### src/rtl/decode_stage.sv
// ---------------------------------------------------------------------------
// decode_stage
//   Single-register RV32I decode stage. Decode is purely combinational from
//   instr_in; the decoded bundle is captured into one pipeline register on the
//   input handshake and presented to rename one cycle later.
//
// Ports
//   clk          clock, rising edge
//   reset        asynchronous active-low reset
//   instr_in     32-bit instruction from the fetch skid buffer
//   pc_in        PC of instr_in (PC_W bits)
//   valid_in     instr_in/pc_in valid
//   ready_in     decode can accept this cycle
//   flush        synchronous kill of held and arriving instruction
//   valid_out    decoded bundle valid toward rename
//   ready_out    rename accepts the bundle
//   pc_out, rs1, rs2, rd, imm, alu_op, fu_type, br_funct3, mem_funct3,
//   uses_rs1, uses_rs2, writes_rd, illegal   registered decoded bundle
//
// Handshake: a transfer happens on a rising edge where valid and ready are
// both high. valid_out never drops without an output transfer, a flush or a
// reset, and the bundle stays stable while valid_out=1 and ready_out=0.
// ---------------------------------------------------------------------------
module decode_stage #(
    parameter int PC_W = 9
) (
    input  logic            clk,
    input  logic            reset,
    input  logic [31:0]     instr_in,
    input  logic [PC_W-1:0] pc_in,
    input  logic            valid_in,
    output logic            ready_in,
    input  logic            flush,
    output logic            valid_out,
    input  logic            ready_out,
    output logic [PC_W-1:0] pc_out,
    output logic [4:0]      rs1,
    output logic [4:0]      rs2,
    output logic [4:0]      rd,
    output logic [31:0]     imm,
    output logic [3:0]      alu_op,
    output logic [1:0]      fu_type,
    output logic [2:0]      br_funct3,
    output logic [2:0]      mem_funct3,
    output logic            uses_rs1,
    output logic            uses_rs2,
    output logic            writes_rd,
    output logic            illegal
);

    localparam logic [6:0] OPC_LUI    = 7'b0110111;
    localparam logic [6:0] OPC_AUIPC  = 7'b0010111;
    localparam logic [6:0] OPC_JAL    = 7'b1101111;
    localparam logic [6:0] OPC_JALR   = 7'b1100111;
    localparam logic [6:0] OPC_BRANCH = 7'b1100011;
    localparam logic [6:0] OPC_LOAD   = 7'b0000011;
    localparam logic [6:0] OPC_STORE  = 7'b0100011;
    localparam logic [6:0] OPC_OP_IMM = 7'b0010011;
    localparam logic [6:0] OPC_OP     = 7'b0110011;

    localparam logic [3:0] ALU_ADD   = 4'd0;
    localparam logic [3:0] ALU_SUB   = 4'd1;
    localparam logic [3:0] ALU_SLL   = 4'd2;
    localparam logic [3:0] ALU_SLT   = 4'd3;
    localparam logic [3:0] ALU_SLTU  = 4'd4;
    localparam logic [3:0] ALU_XOR   = 4'd5;
    localparam logic [3:0] ALU_SRL   = 4'd6;
    localparam logic [3:0] ALU_SRA   = 4'd7;
    localparam logic [3:0] ALU_OR    = 4'd8;
    localparam logic [3:0] ALU_AND   = 4'd9;
    localparam logic [3:0] ALU_LUI   = 4'd10;
    localparam logic [3:0] ALU_AUIPC = 4'd11;

    localparam logic [1:0] FU_ALU    = 2'd0;
    localparam logic [1:0] FU_BRANCH = 2'd1;
    localparam logic [1:0] FU_LOAD   = 2'd2;
    localparam logic [1:0] FU_STORE  = 2'd3;

    localparam int BW = PC_W + 60;

    // ---------------- combinational decode ----------------
    logic [6:0]  opcode;
    logic [2:0]  funct3;
    logic [6:0]  funct7;
    logic [31:0] imm_i, imm_s, imm_b, imm_u, imm_j;

    assign opcode = instr_in[6:0];
    assign funct3 = instr_in[14:12];
    assign funct7 = instr_in[31:25];

    assign imm_i = {{20{instr_in[31]}}, instr_in[31:20]};
    assign imm_s = {{20{instr_in[31]}}, instr_in[31:25], instr_in[11:7]};
    assign imm_b = {{19{instr_in[31]}}, instr_in[31], instr_in[7], instr_in[30:25],
                    instr_in[11:8], 1'b0};
    assign imm_u = {instr_in[31:12], 12'b0};
    assign imm_j = {{11{instr_in[31]}}, instr_in[31], instr_in[19:12], instr_in[20],
                    instr_in[30:21], 1'b0};

    logic [31:0] dec_imm;
    logic [3:0]  dec_alu;
    logic [1:0]  dec_fu;
    logic        dec_u1, dec_u2, dec_wr, dec_ill;
    logic [3:0]  f3_alu;

    // funct3 -> base ALU op shared by OP and OP-IMM; SUB/SRA are overlaid below.
    always_comb begin
        f3_alu = ALU_ADD;
        case (funct3)
            3'b000:  f3_alu = ALU_ADD;
            3'b001:  f3_alu = ALU_SLL;
            3'b010:  f3_alu = ALU_SLT;
            3'b011:  f3_alu = ALU_SLTU;
            3'b100:  f3_alu = ALU_XOR;
            3'b101:  f3_alu = ALU_SRL;
            3'b110:  f3_alu = ALU_OR;
            default: f3_alu = ALU_AND;
        endcase
    end

    always_comb begin
        dec_imm = '0;
        dec_alu = ALU_ADD;
        dec_fu  = FU_ALU;
        dec_u1  = 1'b0;
        dec_u2  = 1'b0;
        dec_wr  = 1'b0;
        dec_ill = 1'b0;
        case (opcode)
            OPC_LUI:    begin dec_imm = imm_u; dec_alu = ALU_LUI;   dec_wr = 1'b1; end
            OPC_AUIPC:  begin dec_imm = imm_u; dec_alu = ALU_AUIPC; dec_wr = 1'b1; end
            OPC_JAL:    begin dec_imm = imm_j; dec_fu = FU_BRANCH;  dec_wr = 1'b1; end
            OPC_JALR: begin
                dec_imm = imm_i; dec_fu = FU_BRANCH; dec_u1 = 1'b1; dec_wr = 1'b1;
            end
            OPC_BRANCH: begin
                dec_imm = imm_b; dec_fu = FU_BRANCH; dec_u1 = 1'b1; dec_u2 = 1'b1;
            end
            OPC_LOAD: begin
                dec_imm = imm_i; dec_fu = FU_LOAD; dec_u1 = 1'b1; dec_wr = 1'b1;
            end
            OPC_STORE: begin
                dec_imm = imm_s; dec_fu = FU_STORE; dec_u1 = 1'b1; dec_u2 = 1'b1;
            end
            OPC_OP_IMM: begin
                dec_imm = imm_i; dec_u1 = 1'b1; dec_wr = 1'b1;
                dec_alu = f3_alu;
                // Shift-immediate: SLLI needs a clean funct7, SRLI/SRAI pick on bit 30.
                if (funct3 == 3'b001 && funct7 != 7'b0000000) dec_ill = 1'b1;
                if (funct3 == 3'b101 && instr_in[30])          dec_alu = ALU_SRA;
            end
            OPC_OP: begin
                dec_u1 = 1'b1; dec_u2 = 1'b1; dec_wr = 1'b1;
                dec_alu = f3_alu;
                if (funct7 != 7'b0000000 && funct7 != 7'b0100000) dec_ill = 1'b1;
                if (funct7 == 7'b0100000 && funct3 == 3'b000) dec_alu = ALU_SUB;
                if (funct7 == 7'b0100000 && funct3 == 3'b101) dec_alu = ALU_SRA;
            end
            default: dec_ill = 1'b1;
        endcase
        // Illegal encodings still travel down the pipe, but as an inert ADD.
        if (dec_ill) begin
            dec_imm = '0;
            dec_alu = ALU_ADD;
            dec_fu  = FU_ALU;
            dec_u1  = 1'b0;
            dec_u2  = 1'b0;
            dec_wr  = 1'b0;
        end
        if (instr_in[11:7] == 5'd0) dec_wr = 1'b0;
    end

    // ---------------- pipeline register ----------------
    logic          valid_q, valid_d;
    logic [BW-1:0] bundle_q, bundle_d;
    logic          in_fire;
    logic [2:0]    funct3_q;

    // A flush frees the stage, so it may always accept (and then drop) input.
    assign ready_in = flush || !valid_q || ready_out;
    assign in_fire  = valid_in && ready_in && !flush;

    always_comb begin
        valid_d  = valid_q;
        bundle_d = bundle_q;
        if (flush) begin
            valid_d = 1'b0;
        end else if (in_fire) begin
            valid_d  = 1'b1;
            bundle_d = {pc_in, instr_in[19:15], instr_in[24:20], instr_in[11:7], dec_imm,
                        dec_alu, dec_fu, funct3, dec_u1, dec_u2, dec_wr, dec_ill};
        end else if (valid_q && ready_out) begin
            valid_d = 1'b0;
        end
    end

    always_ff @(posedge clk or negedge reset) begin
        if (!reset) begin
            valid_q  <= 1'b0;
            bundle_q <= '0;
        end else begin
            valid_q  <= valid_d;
            bundle_q <= bundle_d;
        end
    end

    assign valid_out = valid_q;
    assign {pc_out, rs1, rs2, rd, imm, alu_op, fu_type, funct3_q,
            uses_rs1, uses_rs2, writes_rd, illegal} = bundle_q;
    assign br_funct3  = funct3_q;
    assign mem_funct3 = funct3_q;

endmodule

### config.mk
export PLATFORM = sky130hd
export DESIGN_NAME = decode_stage
export DESIGN_NICKNAME = d
export VERILOG_FILES = /design/src/rtl/decode_stage.sv
export SDC_FILE = /design/constraint.sdc
export NUM_CORES = 1
export LEC_CHECK = 0
export BUFFER_PORTS_ARGS = -buffer_cell sky130_fd_sc_hd__buf_2
export CORE_ASPECT_RATIO = 2
export CORE_MARGIN = 2
export CORE_UTILIZATION = 44
export DETAILED_ROUTE_END_ITERATION = 10
export PLACE_DENSITY = 0.79
export RECOVER_POWER = 100
export SLEW_MARGIN = 0
export SYNTH_ARGS = -nofsm -noshare
export SYNTH_HDL_FRONTEND = slang
export SYNTH_SLANG_ARGS = --single-unit
### constraint.sdc
create_clock -name clk -period 1.7 [get_ports clk]
set_input_delay 0.085 -clock clk [delete_from_list [all_inputs] [get_ports clk]]
set_output_delay 0.085 -clock clk [all_outputs]
set_load 0.01 [all_outputs]
==> run metrics <==
Root Driver=clkbuf_16; top-area cell type share of the netlist area=53.9%; hold depth=3; Hold WC Path Type=input pin to flop; CTS tree=yes; CP Class=flop to flop; area leader, netlist=dfrtp_1; Worst-Skew Late Latency=0.34 ns; pre-CTS setup slack=-0.281 ns; largest net degree at the start of global routing=39; Pint=3.29 mW; Hold EP=bundle_q[52]; initial antenna violation count=0; Std-Cell Rows=44; CP Capture Type=flop; Die ar.=8130 sq um; final setup vio count=0; drt first pass iters=5; # fillers=611; startpoint class of the critical path=flop; grt ovf=0; total negative setup slack=0 ns; top_reg_cell synth=dfrtp_1; CP Max Fanout=22; Setup Skew=0.00601 ns; final hold violation count=0; syn nets=402; slew of the pin with the lowest slew margin=1.00 ns; yosys synthesis warning count=0; DRT antenna net count=0; Reg2Reg Setup Slack=0.03 ns; NetSw=1.12 mW; final hold slack=0.0101 ns; fmax=599 MHz; FF+latch count, synth=70; H-tree levels=3; switching share of power=25.4%; Mean Syn Cell Area=9.13 sq um; final worst path period share=98.3%; Port Buffers=119; Pleak=2.16 nW; share of the yosys chip area belonging to registers=53.9%; total core area=7210 sq um; Final Util=63.7%; diode count=0; clock slew seen by the registers of the worst setup and hold paths=0.05 ns; Cell Area, Placed=4160 sq um; status=complete, no violations; final net count=566; Inserted Clock Buffers=9; clock network power share=44.1%; Final min period=1.67 ns; hold_sp=instr_in[22]; Final Max Slew Viols=0; WL final=10700 microns; dpl hpwl=7460 microns; combinational power share=14.3%; Post-Layout Inst Area=4600 sq um; Die Y-Extent=126 microns; clock buffer depth=2; fin worst setup slack=0.0292 ns; Cell variety after synth=48; Flop pwr share=41.5%; die width=64.8 microns; global-route wire length before repair=16400 microns; I/O pin cnt=120; Via density=5.60; dpl cells=578; Worst VDD drop=0.791 mV; Final Power=4.42 mW; max-cap violations=0; r2r worst-path depth=6; PwrDens=961 nW/um^2; share of cells above drive strength 1=23.1%; Data required, critical path=1.92 ns; drt initial violations=302; Mapped Area=3250 sq um; worst reg2reg endpoint=bundle_q[0]; Initial Utilization=45.1%; CTS sink count=70; Mapped Cells=356; residual DRC count=0; GP Congestion=0.888; RSZ-0062 raised after global routing=true; All-Layer GR Usage=26.9%; r2r startpoint=valid_out; dominant cells by area after synthesis=dfrtp_1 54%, nand2_1 14%, o21ai_0 4.9%; Non-Filler Instances=616; slew margin rel.=33.3%; worst path arrival time=1.90 ns; total number of vias=3450; EDFF count, synth=0; detailed-route wire length per cell=17.3 microns; fraction of registers with async set/reset=100%; vias in the first global route=3226; Syn-to-layout area delta=41.4%
## cells by family (layout without fill, tap and decap cells)
group                  count (synthesis)  in the layout  synth area share, %
and+or+nand+nor                      160            160                 21.3
buffers and inverters                 29            197                 4.46
muxes                                  3              3                0.962
DFF                                   70             70                 53.9
AOI/OAI and AO/OA                     94             94                 19.4
## synthesized netlist by cell type (all sizes together), types with 2 or more instances
library cell    n
nand3           4
a22o            2
nand2b          5
clkbuf         17
nand2         121
dfrtp          70
o41ai           3
o21a            2
a32o            7
or2             3
nor3            2
nor2           13
mux2i           2
a22oi           5
o21ai          38
or4             2
buf             9
inv             3
nor2b           2
a21oi          24
## power groups by stage
| stage | combinational, mW | clock (mW) | sequential, mW |
|---|---|---|---|
| after floorplan | 0.230 | 0 | 1.91 |
| final | 0.633 | 1.95 | 1.83 |
| after detailed placement | 0.618 | 0 | 1.86 |
| after CTS | 0.661 | 1.98 | 1.83 |
| after global routing | 0.689 | 2.05 | 1.84 |
| after global placement | 0.602 | 0 | 1.85 |
## area by class of cell
| type | instances | area, sq um | area share [%] |
|---|---|---|---|
| Tap cell | 92 | 115 | 2.50 |
| Clock inverter | 4 | 72.6 | 1.58 |
| Timing Repair Buffer | 179 | 1020 | 22.2 |
| Sequential cell | 70 | 1750 | 38.1 |
| Multi-Input combinational cell | 257 | 1390 | 30.3 |
| Clock buffer | 11 | 233 | 5.06 |
| Inverter | 3 | 11.3 | 0.245 |
## what timing repair did
action	CTS	global route
hold buffers	20	0
gates resized for setup	1	13
endpoints found under the hold margin	56	0
setup endpoints to repair	30	20
buffers inserted	2	1
## state kept, by name, summed over array words and instances (netlist names)
name and flops:
bundle_q 69, valid_out 1
## placed cells by master (no fill, tap or decap), types with 2 or more instances in the layout
cell,instances
dlygate4sd3_1,20
buf_2,47
nand2_1,121
a21oi_1,24
nor3_1,2
o21ai_2,6
nand3_1,4
clkbuf_1,73
o21a_1,2
a32o_1,7
bufinv_16,2
o21ai_0,10
a22o_1,2
o41ai_1,2
o21ai_1,22
a22oi_1,5
dfrtp_1,70
nor2_1,13
clkbuf_16,9
inv_1,3
clkbuf_2,2
nand2b_1,4
buf_4,37
mux2i_1,2
or2_2,3
## critical path, stage by stage, from the launching register on
cell and delay, ns:
dfrtp_1 0.37, nand2b_1 0.12, nor2b_4 0.20, o31a_4 0.16
or3b_4 0.42, buf_12 0.18, o21a_1 0.10
## metal layers
| layer | track usage (%) | vias up | wire [microns] |
|---|---|---|---|
| li1 | - | 1548 | - |
| met1 | 29.5 | 1671 | 3710 |
| met2 | 46.4 | 185 | 5750 |
| met3 | 5.58 | 46 | 624 |
| met4 | 16.3 | 0 | 576 |
| met5 | 0 | - | 0 |
## how the worst max path moves through the flow
stage,start,end,slack [ns]
final,valid_out,bundle_q[0],0.03
after global routing,valid_out,bundle_q[0],-0.03
after CTS,valid_out,bundle_q[16],0.03
after detailed placement,instr_in[25],bundle_q[12],-0.28
after global placement,instr_in[25],bundle_q[12],-0.24
after floorplan,instr_in[25],bundle_q[8],-0.12
Note: power is estimated with default switching activity, not from simulation.
